==> src/rtl/error_weight_pkg.sv <==
// Shared types and constants for the error weight allocator: FSM encoding,
// rank-to-weight mapping and the fixed pairwise comparison schedule.
package error_weight_pkg;

  typedef enum logic [1:0] {
    StAccum,
    StRank,
    StUpdate
  } state_e;

  localparam int unsigned RANK_WEIGHT_0 = 2;
  localparam int unsigned RANK_WEIGHT_1 = 1;
  localparam int unsigned RANK_WEIGHT_2 = 1;
  localparam int unsigned RANK_WEIGHT_3 = 0;
  localparam int unsigned RESET_WEIGHT  = 1;
  localparam int unsigned RANK_CYCLES   = 6;

  // Compare schedule: (0,1),(0,2),(0,3),(1,2),(1,3),(2,3)
  function automatic logic [1:0] pair_lo(input logic [2:0] step);
    case (step)
      3'd0, 3'd1, 3'd2: return 2'd0;
      3'd3, 3'd4:       return 2'd1;
      default:          return 2'd2;
    endcase
  endfunction

  function automatic logic [1:0] pair_hi(input logic [2:0] step);
    case (step)
      3'd0:       return 2'd1;
      3'd1, 3'd3: return 2'd2;
      default:    return 2'd3;
    endcase
  endfunction

  function automatic logic [1:0] rank_to_weight(input logic [1:0] rank);
    case (rank)
      2'd0:    return 2'(RANK_WEIGHT_0);
      2'd1:    return 2'(RANK_WEIGHT_1);
      2'd2:    return 2'(RANK_WEIGHT_2);
      default: return 2'(RANK_WEIGHT_3);
    endcase
  endfunction

endpackage

==> src/rtl/abs_accumulator.sv <==
// Integrates |error| per sample; on the window-end strobe publishes the final
// sum (including the current sample) as snap_o and restarts from zero.
module abs_accumulator #(
  parameter int unsigned ERROR_WIDTH = 8,
  parameter int unsigned WINDOW_LOG2 = 4
) (
  input  logic                                 clk_i,
  input  logic                                 reset_n_i,
  input  logic                                 sample_valid_i,
  input  logic                                 window_end_i,
  input  logic signed [ERROR_WIDTH-1:0]        error_i,
  output logic [ERROR_WIDTH+WINDOW_LOG2-1:0]   snap_o
);

  localparam int unsigned AccWidth = ERROR_WIDTH + WINDOW_LOG2;

  logic [ERROR_WIDTH-1:0] mag;
  logic [AccWidth-1:0]    sum;
  logic [AccWidth-1:0]    acc_q, acc_d;
  logic [AccWidth-1:0]    snap_q, snap_d;

  // Unsigned negate so the most-negative input maps to 2^(ERROR_WIDTH-1).
  always_comb begin
    mag = error_i[ERROR_WIDTH-1] ? (~error_i + 1'b1) : error_i;
    sum = acc_q + AccWidth'(mag);
  end

  always_comb begin
    acc_d  = acc_q;
    snap_d = snap_q;
    if (sample_valid_i) begin
      if (window_end_i) begin
        snap_d = sum;
        acc_d  = '0;
      end else begin
        acc_d  = sum;
      end
    end
  end

  always_ff @(posedge clk_i or negedge reset_n_i) begin
    if (!reset_n_i) begin
      acc_q  <= '0;
      snap_q <= '0;
    end else begin
      acc_q  <= acc_d;
      snap_q <= snap_d;
    end
  end

  assign snap_o = snap_q;

endmodule

==> src/rtl/error_weight_allocator.sv <==
// Ranks four error channels by windowed magnitude and publishes 2/1/1/0 weights.
// Optional ERROR_WEIGHT_FREEZE_EN adds freeze_i to hold the current weights.
module error_weight_allocator
  import error_weight_pkg::*;
#(
  parameter int unsigned ERROR_WIDTH  = 8,
  parameter int unsigned WEIGHT_WIDTH = 3,
  parameter int unsigned WINDOW_LOG2  = 4
) (
  input  logic                           clk_i,
  input  logic                           reset_n_i,
  input  logic                           sample_valid_i,
`ifdef ERROR_WEIGHT_FREEZE_EN
  input  logic                           freeze_i,
`endif
  input  logic signed [ERROR_WIDTH-1:0]  error_0_i,
  input  logic signed [ERROR_WIDTH-1:0]  error_1_i,
  input  logic signed [ERROR_WIDTH-1:0]  error_2_i,
  input  logic signed [ERROR_WIDTH-1:0]  error_3_i,
  output logic [WEIGHT_WIDTH-1:0]        weight_0_o,
  output logic [WEIGHT_WIDTH-1:0]        weight_1_o,
  output logic [WEIGHT_WIDTH-1:0]        weight_2_o,
  output logic [WEIGHT_WIDTH-1:0]        weight_3_o,
  output logic                           weights_valid_o,
  output logic                           busy_o
);

  localparam int unsigned AccWidth = ERROR_WIDTH + WINDOW_LOG2;

  logic signed [ERROR_WIDTH-1:0] err [4];
  logic [AccWidth-1:0]           snap [4];

  logic [WINDOW_LOG2-1:0]  cnt_q;
  logic                    window_end;
  state_e                  state_q, state_d;
  logic [2:0]              step_q, step_d;
  logic [1:0]              rank_q [4];
  logic [1:0]              rank_d [4];
  logic [WEIGHT_WIDTH-1:0] weight_q [4];
  logic [WEIGHT_WIDTH-1:0] weight_d [4];
  logic                    valid_q, valid_d;
  logic                    busy_q;
  logic [1:0]              lo, hi;
  logic                    update_en;

  assign err[0] = error_0_i;
  assign err[1] = error_1_i;
  assign err[2] = error_2_i;
  assign err[3] = error_3_i;

  assign window_end = sample_valid_i && (cnt_q == {WINDOW_LOG2{1'b1}});

  for (genvar k = 0; k < 4; k++) begin : g_acc
    abs_accumulator #(
      .ERROR_WIDTH (ERROR_WIDTH),
      .WINDOW_LOG2 (WINDOW_LOG2)
    ) u_acc (
      .clk_i          (clk_i),
      .reset_n_i      (reset_n_i),
      .sample_valid_i (sample_valid_i),
      .window_end_i   (window_end),
      .error_i        (err[k]),
      .snap_o         (snap[k])
    );
  end

  always_ff @(posedge clk_i or negedge reset_n_i) begin
    if (!reset_n_i) begin
      cnt_q <= '0;
    end else if (sample_valid_i) begin
      cnt_q <= cnt_q + 1'b1;
    end
  end

`ifdef ERROR_WEIGHT_FREEZE_EN
  // Freeze is sampled at window end so a release only applies to whole windows.
  logic freeze_q;
  always_ff @(posedge clk_i or negedge reset_n_i) begin
    if (!reset_n_i) begin
      freeze_q <= 1'b0;
    end else if (window_end && state_q == StAccum) begin
      freeze_q <= freeze_i;
    end
  end
  assign update_en = !freeze_q;
`else
  assign update_en = 1'b1;
`endif

  assign lo = pair_lo(step_q);
  assign hi = pair_hi(step_q);

  always_comb begin
    state_d  = state_q;
    step_d   = step_q;
    rank_d   = rank_q;
    weight_d = weight_q;
    valid_d  = 1'b0;
    unique case (state_q)
      StAccum: begin
        if (window_end) begin
          state_d = StRank;
          step_d  = 3'd0;
          for (int k = 0; k < 4; k++) rank_d[k] = 2'd0;
        end
      end
      StRank: begin
        // Ties go to the lower index: the higher index is ranked noisier.
        if (snap[lo] <= snap[hi]) begin
          rank_d[hi] = rank_q[hi] + 2'd1;
        end else begin
          rank_d[lo] = rank_q[lo] + 2'd1;
        end
        if (step_q == 3'(RANK_CYCLES - 1)) begin
          state_d = StUpdate;
        end else begin
          step_d = step_q + 3'd1;
        end
      end
      StUpdate: begin
        state_d = StAccum;
        if (update_en) begin
          for (int k = 0; k < 4; k++) begin
            weight_d[k] = WEIGHT_WIDTH'(rank_to_weight(rank_q[k]));
          end
          valid_d = 1'b1;
        end
      end
      default: state_d = StAccum;
    endcase
  end

  always_ff @(posedge clk_i or negedge reset_n_i) begin
    if (!reset_n_i) begin
      state_q <= StAccum;
      step_q  <= 3'd0;
      valid_q <= 1'b0;
      busy_q  <= 1'b0;
      for (int k = 0; k < 4; k++) begin
        rank_q[k]   <= 2'd0;
        weight_q[k] <= WEIGHT_WIDTH'(RESET_WEIGHT);
      end
    end else begin
      state_q  <= state_d;
      step_q   <= step_d;
      valid_q  <= valid_d;
      busy_q   <= (state_d != StAccum);
      rank_q   <= rank_d;
      weight_q <= weight_d;
    end
  end

  assign weight_0_o      = weight_q[0];
  assign weight_1_o      = weight_q[1];
  assign weight_2_o      = weight_q[2];
  assign weight_3_o      = weight_q[3];
  assign weights_valid_o = valid_q;
  assign busy_o          = busy_q;

endmodule

==> config.mk <==
export PLATFORM = sky130hd
export DESIGN_NAME = error_weight_allocator
export DESIGN_NICKNAME = d
export VERILOG_FILES = /design/src/rtl/error_weight_pkg.sv /design/src/rtl/abs_accumulator.sv /design/src/rtl/error_weight_allocator.sv
export SDC_FILE = /design/constraint.sdc
export NUM_CORES = 1
export LEC_CHECK = 0
export CORE_UTILIZATION = 60
export DETAILED_ROUTE_END_ITERATION = 10
export PLACE_DENSITY_LB_ADDON = 0.08
export SLEW_MARGIN = 15
export SYNTH_ARGS = -nofsm -noshare
export SYNTH_HDL_FRONTEND = slang
export SYNTH_HIERARCHICAL = 1
export SYNTH_SLANG_ARGS = --single-unit
==> constraint.sdc <==
create_clock -name clk_i -period 5.1 [get_ports clk_i]
set_clock_uncertainty 0.15 [all_clocks]
set_input_delay 1.02 -clock clk_i [delete_from_list [all_inputs] [get_ports clk_i]]
set_output_delay 1.02 -clock clk_i [all_outputs]
set_load 0.01 [all_outputs]
### After elaboration in Yosys (flattened, before gate mapping)

Cells that the tools add are included.

* output and inout port bits: 14
* register bits: 123

* magnitude comparators: 5
* muxes and demuxes: 42
* reductions and logical operators: 21
* bitwise gates (word level): 6
* eq/ne operators: 18
* add/subtract/negate cells: 12

Operators with widths (number)
* $mux 12: 8
* $add 12x8->12: 4
* $bmux 12 s2: 2
* $mux 8: 6
* $add 8x1->8 const B: 4
* $not 8->8: 4
* $pmux 2 s2: 7
* $bwmux 8: 2
* $mux 2: 8
* $pmux 8 s2: 1
* $le 12x12->1: 1
* $reduce_or 2->1: 6
* $eq 2x1->1 const B: 5
* $eq 2x2->1 const B: 5
* $logic_not 2->1: 5
* $bmux 2 s2: 2
* $demux 2 s2: 2
* $eq 3x2->1 const B: 2
* $eq 3x3->1 const B: 2
* $ge 3x3->1 const B: 2
* $lt 3x1->1 const B: 2
* $mux 3: 2
* $not 2->3: 2
* $pmux 3 s2: 1
* other kinds (14): 19

### Longest topological paths before layout

Gate-level depths: netlist of the first run.

* depth in word-level cells: 11
* depth in mapped cells: 16
* depth with buffers taken out: 14

### Modules after synthesis

Netlist of the first run, hierarchy kept.

Modules (own cells, without submodules)
* abs_accumulator (g_acc[0].u_acc ...): cells an instance 161, area an instance 1546.5 um^2, instances 3
* error_weight_allocator: cells an instance 236, area an instance 2351.0 um^2, instances 1
* abs_accumulator (g_acc[2].u_acc): cells an instance 174, area an instance 1569.0 um^2, instances 1

### Worst setup path after synthesis of the first run

Ideal clock, no wire load.

* path kind: register to register
* from: reg step_q[0]
* to: reg rank_q[5] (netlist bit)
* data arrival time: 3467 ps
* clock period less this slack: 3741 ps
* cell stages (with the launch flop): 15
* library setup time: 124 ps
* path slack: 1359 ps
* cell sequence: dfrtp_1 inv_2 ha_1 mux2_2 buf_2 mux4_2 ha_1 nor2b_1 o211ai_1 a211o_1 a31oi_4 nand2b_1 buf_4 o21ai_1 a211o_1

* longest elaborated chain between the ends: 11
* elaborated cells on any way between the ends: 41
* classes of those cells: add/sub: 2; order compare: 5; eq/ne: 4; mux: 22; bitwise: 2; reduce/logical: 6

RTL lines
* start: declaration: line error_weight_allocator.sv:36 `logic [2:0] step_q, step_d;`
* start signal: assignment: line error_weight_allocator.sv:145 `step_q <= step_d;`
* branches (longest 9 deep; another with $le 12x12->1)
* $mux 8 (*): line error_weight_allocator.sv:109 `if (snap[lo] <= snap[hi]) begin`
* $pmux 8 s2 (*): line error_weight_allocator.sv:99 `unique case (state_q)`
* end signal: assignment: line error_weight_allocator.sv:148 `rank_q <= rank_d;`
* end: declaration: line error_weight_allocator.sv:37 `logic [1:0] rank_q [4];`

Mark *: on every way between the ends. The select of a mux whose other input is x is not followed.
A chain may end at the register's enable or synchronous reset.

### Worst setup path in the final report of the first run

* from: reg step_q[0]
* to: reg rank_q[1] (netlist bit)

Same word-level chain as after synthesis.

==> results of run 1 <==
[cell type report]
type | instances | area share
Clock buffer | 21 | 0.0484
Tap cell | 180 | 0.0232
Multi-Input combinational cell | 669 | 0.518
Inverter | 68 | 0.0263
Sequential cell | 123 | 0.317
Timing Repair Buffer | 51 | 0.0500
Clock inverter | 11 | 0.0171
[flip-flops by register name (all words and copies together), names as in the netlist]
name and count:
g_acc.u_acc/acc_q 48, weight_1_o 2, weight_0_o 2, weight_3_o 2, rank_q 8, weights_valid_o 1
busy_o 1, g_acc.u_acc/snap_o 48, cnt_q 4, state_q 2, step_q 3, weight_2_o 2
[worst max-delay path, delay by kind of cell (launching register included)]
kind / cells / cell delay, ps
flip-flops: 1 / 450
multiplexers: 1 / 420
AO/OA/AOI/OAI: 7 / 2190
AND/OR/NAND/NOR: 1 / 300
adder cells (fa/ha/maj): 2 / 610
[cell families after synthesis]
family,Yosys count,synth area share
other,1,0.000438
xor gates and xnor gates,63,0.0645
and+or+nand+nor,226,0.131
adders and majority gates,70,0.106
AOI/OAI and AO/OA,260,0.209
buffers and inverters,104,0.0545
DFF,123,0.360
muxes,46,0.0740
[worst max path at each step]
stage          depth (start not counted)         to  slack [ps]       from
2_1_floorplan                         14  rank_q[5]        1360  step_q[0]
3_3_place_gp                          11  rank_q[1]        1130  step_q[0]
3_5_place_dp                          11  rank_q[1]         960  step_q[0]
4_1_cts                               11  rank_q[1]         920  step_q[0]
5_1_grt                               11  rank_q[1]         620  step_q[0]
6_report                              11  rank_q[1]         910  step_q[0]
[power by group through the flow]
| stage | combinational [mW] | sequential, mW | clock (mW) |
|---|---|---|---|
| floorplan | 2.60 | 1.63 | 0 |
| global placement | 3.08 | 1.79 | 0 |
| detailed placement | 3.20 | 1.81 | 0 |
| CTS | 3.24 | 1.80 | 1.31 |
| global route | 3.64 | 1.86 | 1.36 |
| finish | 3.27 | 1.80 | 1.29 |
[metrics by stage]
stage           util  power [mW]
2_1_floorplan      -        4.23
3_3_place_gp   0.654        4.87
3_5_place_dp   0.654        5.01
4_1_cts        0.700        6.35
5_1_grt        0.700        6.85
6_report       0.700        6.36
[per-layer routing]
layer  wire length [um]  part of all wire  GRT usage
met5                  0                 0          0
met4                658             0.034      0.140
met3                794             0.041     0.0573
met2               9260              0.48      0.474
met1               8710              0.45      0.359
[cell usage after synthesis, types with 5 or more instances]
cell / number / area, sq um
xnor2_1: 43 / 377
ha_1: 66 / 826
a31oi_1: 11 / 68.8
mux2_2: 18 / 203
clkbuf_1: 14 / 52.6
o21ai_0: 65 / 325
nor2_1: 44 / 165
nor2b_1: 12 / 75.1
a22o_1: 5 / 43.8
nand4_1: 9 / 56.3
nand2_1: 76 / 285
or3_1: 24 / 150
inv_1: 61 / 229
o211ai_1: 17 / 128
dfrtp_1: 119 / 2980
nand3_1: 10 / 50.1
a211o_1: 7 / 61.3
o2bb2ai_1: 18 / 158
mux4_2: 12 / 270
o22ai_1: 7 / 43.8
nor3_1: 10 / 50.1
nand4b_1: 5 / 43.8
o21ai_1: 18 / 90.1
a21o_1: 7 / 52.6
a21oi_2: 11 / 96.3
xor2_1: 20 / 175
a21oi_1: 50 / 250
mux2i_1: 16 / 160
buf_4: 10 / 75.1
nand2b_1: 21 / 131
==> reports/qor.csv, run 1 <==
stage,metric,value,unit
status,outcome,"complete, no violations",
cells_and_area,fraction of layout cells with a size suffix above 1,0.128,
synthesis,ys async rst share,1.00,
floorplan,row count,43,
cells_and_area,most frequent cells in the layout,"dfrtp_1 (119), nand2_1 (76), ha_1 (66), o21ai_0 (65), inv_1 (61)",
floorplan,I/O pins,49,
clock_network,Post-CTS Setup Repair Bufs,0,
floorplan,Die ar.,0.0147,sq mm
floorplan,starting density of the core,0.617,
place,PortBufs,44,
flow_run,# Max-Cap Violations,0,
critical_path,Worst R2R Start,step_q[0],
clock_network,Clock Sinks,123,
sta,setup ws final,906,ps
critical_path,"Slowest-stage cell, CP",o41ai_4,
sta,WHS,343,ps
synthesis,Netlist Area Pre-Place,0.00856,sq mm
sta,Final period util,0.822,
cells_and_area,ant diodes,0,
global_routing,largest net degree at the start of global routing,48,
pwr,Int Pwr,3.68,mW
critical_path,Worst EP arrival,4390,ps
cells_and_area,FF/Latch Area,0.00308,sq mm
cells_and_area,P&R area growth vs syn,13.5,%
sta,Slew Limit Headroom,0.365,
synthesis,count of state elements after synthesis,123,
sta,Achievable Freq,238,MHz
synthesis,cells after synthesis,893,
pwr,power share of the clock group,0.203,
place,post-placement setup slack,962,ps
critical_path,RR Endpoint,rank_q[1],
synthesis,top_reg_cell synth,dfrtp_1,
sta,RSZ-0062 raised after global routing,false,
synthesis,unique cell type count in the Yosys netlist,63,
sta,Slew @ Worst Pin,949,ps
sta,Final Max Tran Viols,0,
critical_path,Worst Reg-to-Reg Cells,11,
global_routing,first-pass GRT wire length,32.9,mm
cells_and_area,Layout Cells excl Fill,1123,
routing,Avg WL per Cell,17.3,um
critical_path,CP peak stage delay,900,ps
routing,Vias/cell,6.06,
cells_and_area,"commonest non-fill, non-tap cell in the layout",dfrtp_1,
critical_path,worst-path cell chain,"ha_1, o41ai_4, mux4_2, ha_1, a21oi_1, o21ai_0, a21oi_1, a31oi_4, nand2b_1, o32ai_1, a211o_1",
place,GPL Wtd Cong,0.909,
critical_path,crit path launch type,register,
place,DP Area,0.00908,sq mm
global_routing,initial antenna violation count,0,
pwr,Pwr per Cell Area,654,mW/mm^2
routing,vias,6809,
synthesis,yosys warns,6,
routing,initial detailed-routing violation count,396,
clock_network,CTS root buffer,clkbuf_16,
clock_network,H-tree levels,4,
sta,Setup Total Neg Slack,0,ps
critical_path,crit path max fanout,13,
place,dpl cells,1091,
critical_path,Reg2Reg Setup Slack,910,ps
clock_network,CTS Hold Bufs,0,
synthesis,"Seq/Total Area, Yosys",0.360,
sta,fin crit period,4190,ps
place,Post-DP HPWL,14.5,mm
routing,total wire length,19.4,mm
global_routing,Tot GR Track Use,0.287,
synthesis,"EDFF count, synth",0,
floorplan,Die Ht,121,um
cells_and_area,Finished Cell Area,0.00972,sq mm
routing,Routed Antenna Nets,0,
clock_network,clock transition at the registers of the reported paths,60,ps
critical_path,CP endpoint kind,register,
critical_path,critical path class,register to register,
routing,drt drc,0,
clock_network,Clock Latency Late Sink,420,ps
hold_path,Min-Delay Endpoint,cnt_q[3],
cells_and_area,NumNets Final,1035,
hold_path,hold_sp,cnt_q[3],
cells_and_area,multi-input combinational cell area,0.00503,sq mm
pwr,combinational power share,0.514,
hold_path,Hold Path Depth,1,
cells_and_area,# fillers,1062,
global_routing,total gr overflow,0,
pwr,Switching Share,0.422,
pwr,Peak VDD IR,339,uV
routing,Pre-antenna DRT Iters,5,
pwr,leak pwr,4.22,nW
hold_path,Worst Hold Class,register to register,
pwr,Sequential Power Share,0.283,
floorplan,DIE WIDTH,121,um
sta,final hold vios,0,
clock_network,post-CTS resize count,0,
floorplan,Core Area,0.0139,sq mm
sta,Final setup viols,0,
synthesis,Synth Area per Inst,9.59,sq um
critical_path,"Req. time, crit path",5300,ps
clock_network,CTS Buf Count,17,
pwr,NetSw,2.68,mW
clock_network,TritonCTS clock tree,done,
clock_network,deepest clock path buffer count,2,
global_routing,number of global-route vias before repair,6732,
(Power assumes the default switching activity.)
==> inputs of run 2 (changes only) <==
Settings changed: CORE_UTILIZATION 60 to 55.
Clock period 5.1 ns to 3.4 ns, I/O delays scaled along.
==> run 2 against run 1 <==
Largest cell class unchanged; global-route usage is 1.5 points lower; via count is 2.6% higher; die area is 8.9% higher; first-iteration DRC count is 13% lower; power is 65% higher; clock power is 54% higher; flip-flop and latch count stayed put; the run now ends with negative setup slack left; critical path depth is 3 higher; worst hold slack worse by 200 ps; count of clock-buffer cells in the layout is 3 lower; combinational power is 77% higher.
==> reports/qor.csv, run 2 (synthesis results as in run 1) <==
stage,metric,value,unit,change
pwr,Sequential Power Share,0.259,,was 0.283
critical_path,Reg2Reg Setup Slack,-110,ps,was 910 ps
hold_path,Worst Hold Class,primary input to async pin,,was register to register
cells_and_area,ant diodes,0,,unchanged
place,GPL Wtd Cong,0.876,,was 0.909
routing,Routed Antenna Nets,0,,unchanged
floorplan,DIE WIDTH,127,um,was 121 um
cells_and_area,# fillers,1173,,was 1062
critical_path,crit path max fanout,8,,was 13
status,violated checks,negative setup slack,,
sta,Final Max Tran Viols,0,,unchanged
global_routing,number of global-route vias before repair,7039,,was 6732
cells_and_area,fraction of layout cells with a size suffix above 1,0.211,,was 0.128
cells_and_area,final core occ,0.689,,was 0.700
pwr,power share of the clock group,0.189,,was 0.203
floorplan,I/O pins,49,,unchanged
cells_and_area,NumNets Final,1106,,was 1035
pwr,leak pwr,4.60,nW,was 4.22 nW
flow_run,# Max-Cap Violations,0,,unchanged
cells_and_area,most frequent cells in the layout,"dfrtp_1 (118), nand2_1 (76), buf_4 (73), o21ai_0 (63), inv_1 (60)",,"was dfrtp_1 (119), nand2_1 (76), ha_1 (66), o21ai_0 (65), inv_1 (61)"
pwr,Peak VDD IR,561,uV,was 339 uV
sta,RSZ-0062 raised after global routing,true,,was false
cells_and_area,multi-input combinational cell area,0.00517,sq mm,was 0.00503 sq mm
clock_network,CTS root buffer,clkbuf_16,,unchanged
critical_path,crit path launch type,register,,unchanged
pwr,Int Pwr,6.21,mW,was 3.68 mW
floorplan,Die Ht,127,um,was 121 um
sta,Achievable Freq,285,MHz,was 238 MHz
place,Post-DP HPWL,15.2,mm,was 14.5 mm
critical_path,Worst R2R Start,step_q[0],,unchanged
sta,Final period util,1.03,,was 0.822
sta,fin crit period,3510,ps,was 4190 ps
routing,Avg WL per Cell,16.8,um,was 17.3 um
place,PortBufs,44,,unchanged
critical_path,"Req. time, crit path",3550,ps,was 5300 ps
cells_and_area,FF/Latch Area,0.00308,sq mm,about the same
floorplan,row count,45,,was 43
routing,vias,6989,,was 6809
routing,Vias/cell,5.81,,was 6.06
cells_and_area,"commonest non-fill, non-tap cell in the layout",dfrtp_1,,unchanged
sta,Slew Limit Headroom,0.516,,was 0.365
sta,final hold vios,0,,unchanged
routing,drt drc,0,,unchanged
pwr,combinational power share,0.552,,was 0.514
clock_network,CTS Buf Count,17,,unchanged
clock_network,clock transition at the registers of the reported paths,60,ps,about the same
global_routing,total gr overflow,0,,unchanged
clock_network,deepest clock path buffer count,2,,unchanged
clock_network,Clock Sinks,123,,unchanged
floorplan,starting density of the core,0.563,,was 0.617
cells_and_area,P&R area growth vs syn,22.4,%,was 13.5%
critical_path,Worst Reg-to-Reg Cells,14,,was 11
global_routing,largest net degree at the start of global routing,52,,was 48
floorplan,Die ar.,0.0161,sq mm,was 0.0147 sq mm
clock_network,H-tree levels,4,,unchanged
pwr,Switching Share,0.409,,was 0.422
pwr,Pwr per Cell Area,1000,mW/mm^2,was 654 mW/mm^2
routing,initial detailed-routing violation count,346,,was 396
routing,Pre-antenna DRT Iters,4,,was 5
global_routing,first-pass GRT wire length,34.5,mm,was 32.9 mm
status,outcome,"finished, violations left",,"was complete, no violations"
sta,setup ws final,-108,ps,was 906 ps
sta,Slew @ Worst Pin,724,ps,was 949 ps
critical_path,critical path class,register to register,,unchanged
sta,Final setup viols,7,,was 0
pwr,NetSw,4.30,mW,was 2.68 mW
clock_network,CTS Hold Bufs,0,,unchanged
pwr,overall power,10.5,mW,was 6.36 mW
critical_path,RR Endpoint,rank_q[2],,was rank_q[1]
routing,total wire length,20.2,mm,was 19.4 mm
floorplan,Core Area,0.0152,sq mm,was 0.0139 sq mm
critical_path,Worst EP arrival,3660,ps,was 4390 ps
clock_network,Clock Latency Late Sink,420,ps,about the same
clock_network,TritonCTS clock tree,done,,unchanged
critical_path,CP endpoint kind,register,,unchanged
global_routing,initial antenna violation count,0,,unchanged
global_routing,Tot GR Track Use,0.272,,was 0.287
## run 2: cell types whose count changed in the layout (fill, tap and decap cells not counted), moves of 3 or more
cell and delta:
buf_4 +65, ha_1 -7, a21oi_1 -6, buf_12 +5
ha_4 +5, clkbuf_8 -3, a21oi_2 +6
## run 2: timing repair
item	in CTS	in global routing
buffers inserted	3	7
pin swaps	3	5
resized for setup	7	16
setup endpoints to repair	8	8
## run 2: how the worst max path moves through the flow
stage | startpoint | to | cells after the start
6_report | step_q[0] | rank_q[2] | 14
5_1_grt | step_q[0] | rank_q[0] | 12
4_1_cts | step_q[1] | rank_q[1] | 13
3_5_place_dp | step_q[0] | rank_q[1] | 11
3_3_place_gp | step_q[0] | rank_q[1] | 11
2_1_floorplan | step_q[0] | rank_q[5] | 14
## run 2: cell type report
cell class,instances,share of cell area
timing repair buffer,122,0.104
sequential,123,0.294
inverter,68,0.0246
clock buffer,18,0.0410
clock inverter,14,0.0209
multi-input combinational,669,0.493
tap,188,0.0224
## run 2: metal layers
layer	share of wire	track usage	vias up
li1	-	-	3429
met1	0.46	0.350	3426
met2	0.50	0.464	115
met3	0.031	0.0527	19
met4	0.016	0.0868	0
met5	0	0	-
## run 2: stage by stage
step                setup TNS, ps  instance area [sq um]  worst slack (ps)  hold WS (ps)  cells
global route                -1600                  10500              -259           188   1202
floorplan                    -629                   8620              -135           234    896
CTS                          -620                  10300              -107           159   1195
global placement             -816                   9640              -138           310   1160
finish                       -441                  10500              -108           142   1202
detailed placement          -2310                   9640              -267           318   1160
## run 2: power groups by stage
stage          Clock (mW)  Combinational, mW  Sequential, mW
2_1_floorplan           0               3.97            2.46
3_3_place_gp            0               5.24            2.69
3_5_place_dp            0               5.37            2.72
4_1_cts              2.02               5.53            2.70
5_1_grt              2.08               6.43            2.80
6_report             1.99               5.80            2.72
## run 2: worst max-delay path: stages, from the launching register on
cell	delay (ps)
dfrtp_2	450
inv_4	60
ha_2	180
mux2_4	330
buf_6	140
mux4_2	450
ha_4	280
nor2b_1	120
o211ai_1	90
a211o_1	320
a31oi_4	190
buf_4	160
nor4_2	40
a41o_1	210
a22o_1	220
==> inputs of run 3 (changes only) <==
Settings changed: CAP_MARGIN set to 0, CORE_UTILIZATION 55 to 40.
==> run 3 against run 2 <==
The run still ends with negative setup slack left; critical path type unchanged; global-route usage decreased by 7.0 points; sequential power about the same; maximum frequency is 1.4% lower; final cell count rose by 7.9%; worst hold slack worse by 41 ps; highest routed layer unchanged.
==> reports/qor.csv, run 3 (synthesis results as in run 1) <==
stage,metric,value,unit,change
clock_network,H-tree levels,4,,unchanged
cells_and_area,NumNets Final,1114,,was 1106
cells_and_area,most frequent cells in the layout,"dfrtp_1 (118), buf_4 (80), nand2_1 (76), o21ai_0 (64), ha_1 (64)",,"was dfrtp_1 (118), nand2_1 (76), buf_4 (73), o21ai_0 (63), inv_1 (60)"
cells_and_area,fraction of layout cells with a size suffix above 1,0.210,,was 0.211
routing,Avg WL per Cell,15.9,um,was 16.8 um
floorplan,Core Area,0.0210,sq mm,was 0.0152 sq mm
floorplan,row count,53,,was 45
clock_network,CTS Buf Count,17,,unchanged
cells_and_area,ant diodes,0,,unchanged
sta,Final Max Tran Viols,0,,unchanged
critical_path,Worst EP arrival,3720,ps,was 3660 ps
routing,initial detailed-routing violation count,327,,was 346
clock_network,Clock Latency Late Sink,420,ps,about the same
critical_path,CP endpoint kind,register,,unchanged
floorplan,Die ar.,0.0220,sq mm,was 0.0161 sq mm
global_routing,number of global-route vias before repair,6795,,was 7039
pwr,overall power,10.5,mW,about the same
cells_and_area,# fillers,1947,,was 1173
clock_network,TritonCTS clock tree,done,,unchanged
sta,RSZ-0062 raised after global routing,true,,unchanged
pwr,Pwr per Cell Area,991,mW/mm^2,was 1000 mW/mm^2
sta,WHS,101,ps,was 142 ps
place,post-placement setup slack,-260,ps,was -267 ps
critical_path,"Req. time, crit path",3560,ps,was 3550 ps
routing,vias,6827,,was 6989
critical_path,crit path launch type,register,,unchanged
global_routing,initial antenna violation count,0,,unchanged
sta,Setup Total Neg Slack,-803,ps,was -441 ps
global_routing,total gr overflow,0,,unchanged
clock_network,CTS root buffer,clkbuf_16,,unchanged
global_routing,largest net degree at the start of global routing,65,,was 52
place,Post-DP HPWL,15.4,mm,was 15.2 mm
clock_network,Clock Sinks,123,,unchanged
cells_and_area,P&R area growth vs syn,23.8,%,was 22.4%
routing,drt drc,0,,unchanged
cells_and_area,final core occ,0.504,,was 0.689
global_routing,Tot GR Track Use,0.203,,was 0.272
critical_path,critical path class,register to register,,unchanged
pwr,leak pwr,4.64,nW,was 4.60 nW
routing,total wire length,20.6,mm,was 20.2 mm
floorplan,starting density of the core,0.407,,was 0.563
clock_network,clock transition at the registers of the reported paths,60,ps,about the same
sta,final hold vios,0,,unchanged
flow_run,# Max-Cap Violations,0,,unchanged
place,DP Area,0.00982,sq mm,was 0.00964 sq mm
global_routing,first-pass GRT wire length,34.8,mm,was 34.5 mm
routing,Pre-antenna DRT Iters,5,,was 4
sta,Final setup viols,8,,was 7
cells_and_area,Layout Cells excl Fill,1297,,was 1202
status,outcome,"finished, violations left",,unchanged
clock_network,deepest clock path buffer count,2,,unchanged
status,violated checks,negative setup slack,,unchanged
routing,Vias/cell,5.26,,was 5.81
cells_and_area,"commonest non-fill, non-tap cell in the layout",dfrtp_1,,unchanged
sta,Achievable Freq,281,MHz,was 285 MHz
place,PortBufs,44,,unchanged
hold_path,Worst Hold Class,primary input to async pin,,unchanged
critical_path,crit path max fanout,7,,was 8
sta,setup ws final,-158,ps,was -108 ps
sta,Slew @ Worst Pin,814,ps,was 724 ps
floorplan,DIE WIDTH,148,um,was 127 um
cells_and_area,Finished Cell Area,0.0106,sq mm,was 0.0105 sq mm
critical_path,Reg2Reg Setup Slack,-160,ps,was -110 ps
sta,Slew Limit Headroom,0.441,,was 0.516
sta,Final period util,1.05,,was 1.03
floorplan,Die Ht,148,um,was 127 um
floorplan,I/O pins,49,,unchanged
sta,fin crit period,3560,ps,was 3510 ps
place,GPL Wtd Cong,0.839,,was 0.876
place,dpl cells,1256,,was 1160
pwr,Peak VDD IR,545,uV,was 561 uV
routing,Routed Antenna Nets,0,,unchanged
run 3: cell types whose count changed in the layout (fill, tap and decap cells not counted), moves of 2 or more:
cell | previous run | this run
o21ai_1 | 19 | 17
buf_4 | 73 | 80
ha_1 | 59 | 64
clkinv_2 | 1 | 4
clkinvlp_4 | 5 | 2
a21oi_2 | 17 | 12
a21oi_1 | 44 | 48
ha_4 | 5 | 1
a31oi_4 | 1 | 3
run 3: worst paths after layout:
check,startpoint,to,depth (start not counted)
max in group asynchronous,reset_n_i,weight_0_o[0],2
min in group clk_i,cnt_q[3],cnt_q[3],1
max reg2reg,step_q[1],rank_q[2],13
min reg2reg,cnt_q[3],cnt_q[3],1
min,reset_n_i,g_acc[0].u_acc/acc_q[6],1
max,step_q[1],rank_q[2],13
run 3: worst max-delay path, stage by stage, from the launching register on:
cell      delay [ps]
dfrtp_1          380
buf_4            140
ha_1             210
mux2_4           360
buf_4            160
mux4_2           410
ha_1             310
o211ai_1          90
a211o_1          400
a31oi_4          210
buf_4            160
nor4_1            40
a41o_1           210
a22o_1           220
run 3: final cells by class:
type                       instances  area [sq um]  share of cell area
multi-input combinational        670          5160               0.487
sequential                       123          3080               0.291
timing repair buffer             129          1140               0.107
clock buffer                      20           447              0.0421
tap                              275           344              0.0325
inverter                          68           258              0.0243
clock inverter                    12           173              0.0163
run 3: per-layer routing:
layer | share of wire | GRT usage | wire length (um) | up-vias
met4 | 0.012 | 0.0577 | 250 | 0
met1 | 0.49 | 0.273 | 10100 | 3252
met2 | 0.47 | 0.331 | 9680 | 106
li1 | - | - | - | 3446
met3 | 0.031 | 0.0387 | 639 | 23
met5 | 0 | 0 | 0 | -
run 3: power breakdown:
group          total, mW  internal, mW  switching, mW
clock network       1.92          1.24          0.683
logic               5.89          2.86           3.02
registers           2.70          2.10          0.600
total               10.5          6.21           4.30
run 3: what timing repair did:
| action | in CTS | in global routing |
|---|---|---|
| endpoints found under the setup margin | 8 | 8 |
| pin swaps | 2 | 6 |
| buffers inserted | 2 | 6 |
| endpoints found under the hold margin | 0 | 0 |
| hold buffers | 0 | 0 |
| cloned | 1 | 0 |
| gates resized for setup | 9 | 10 |
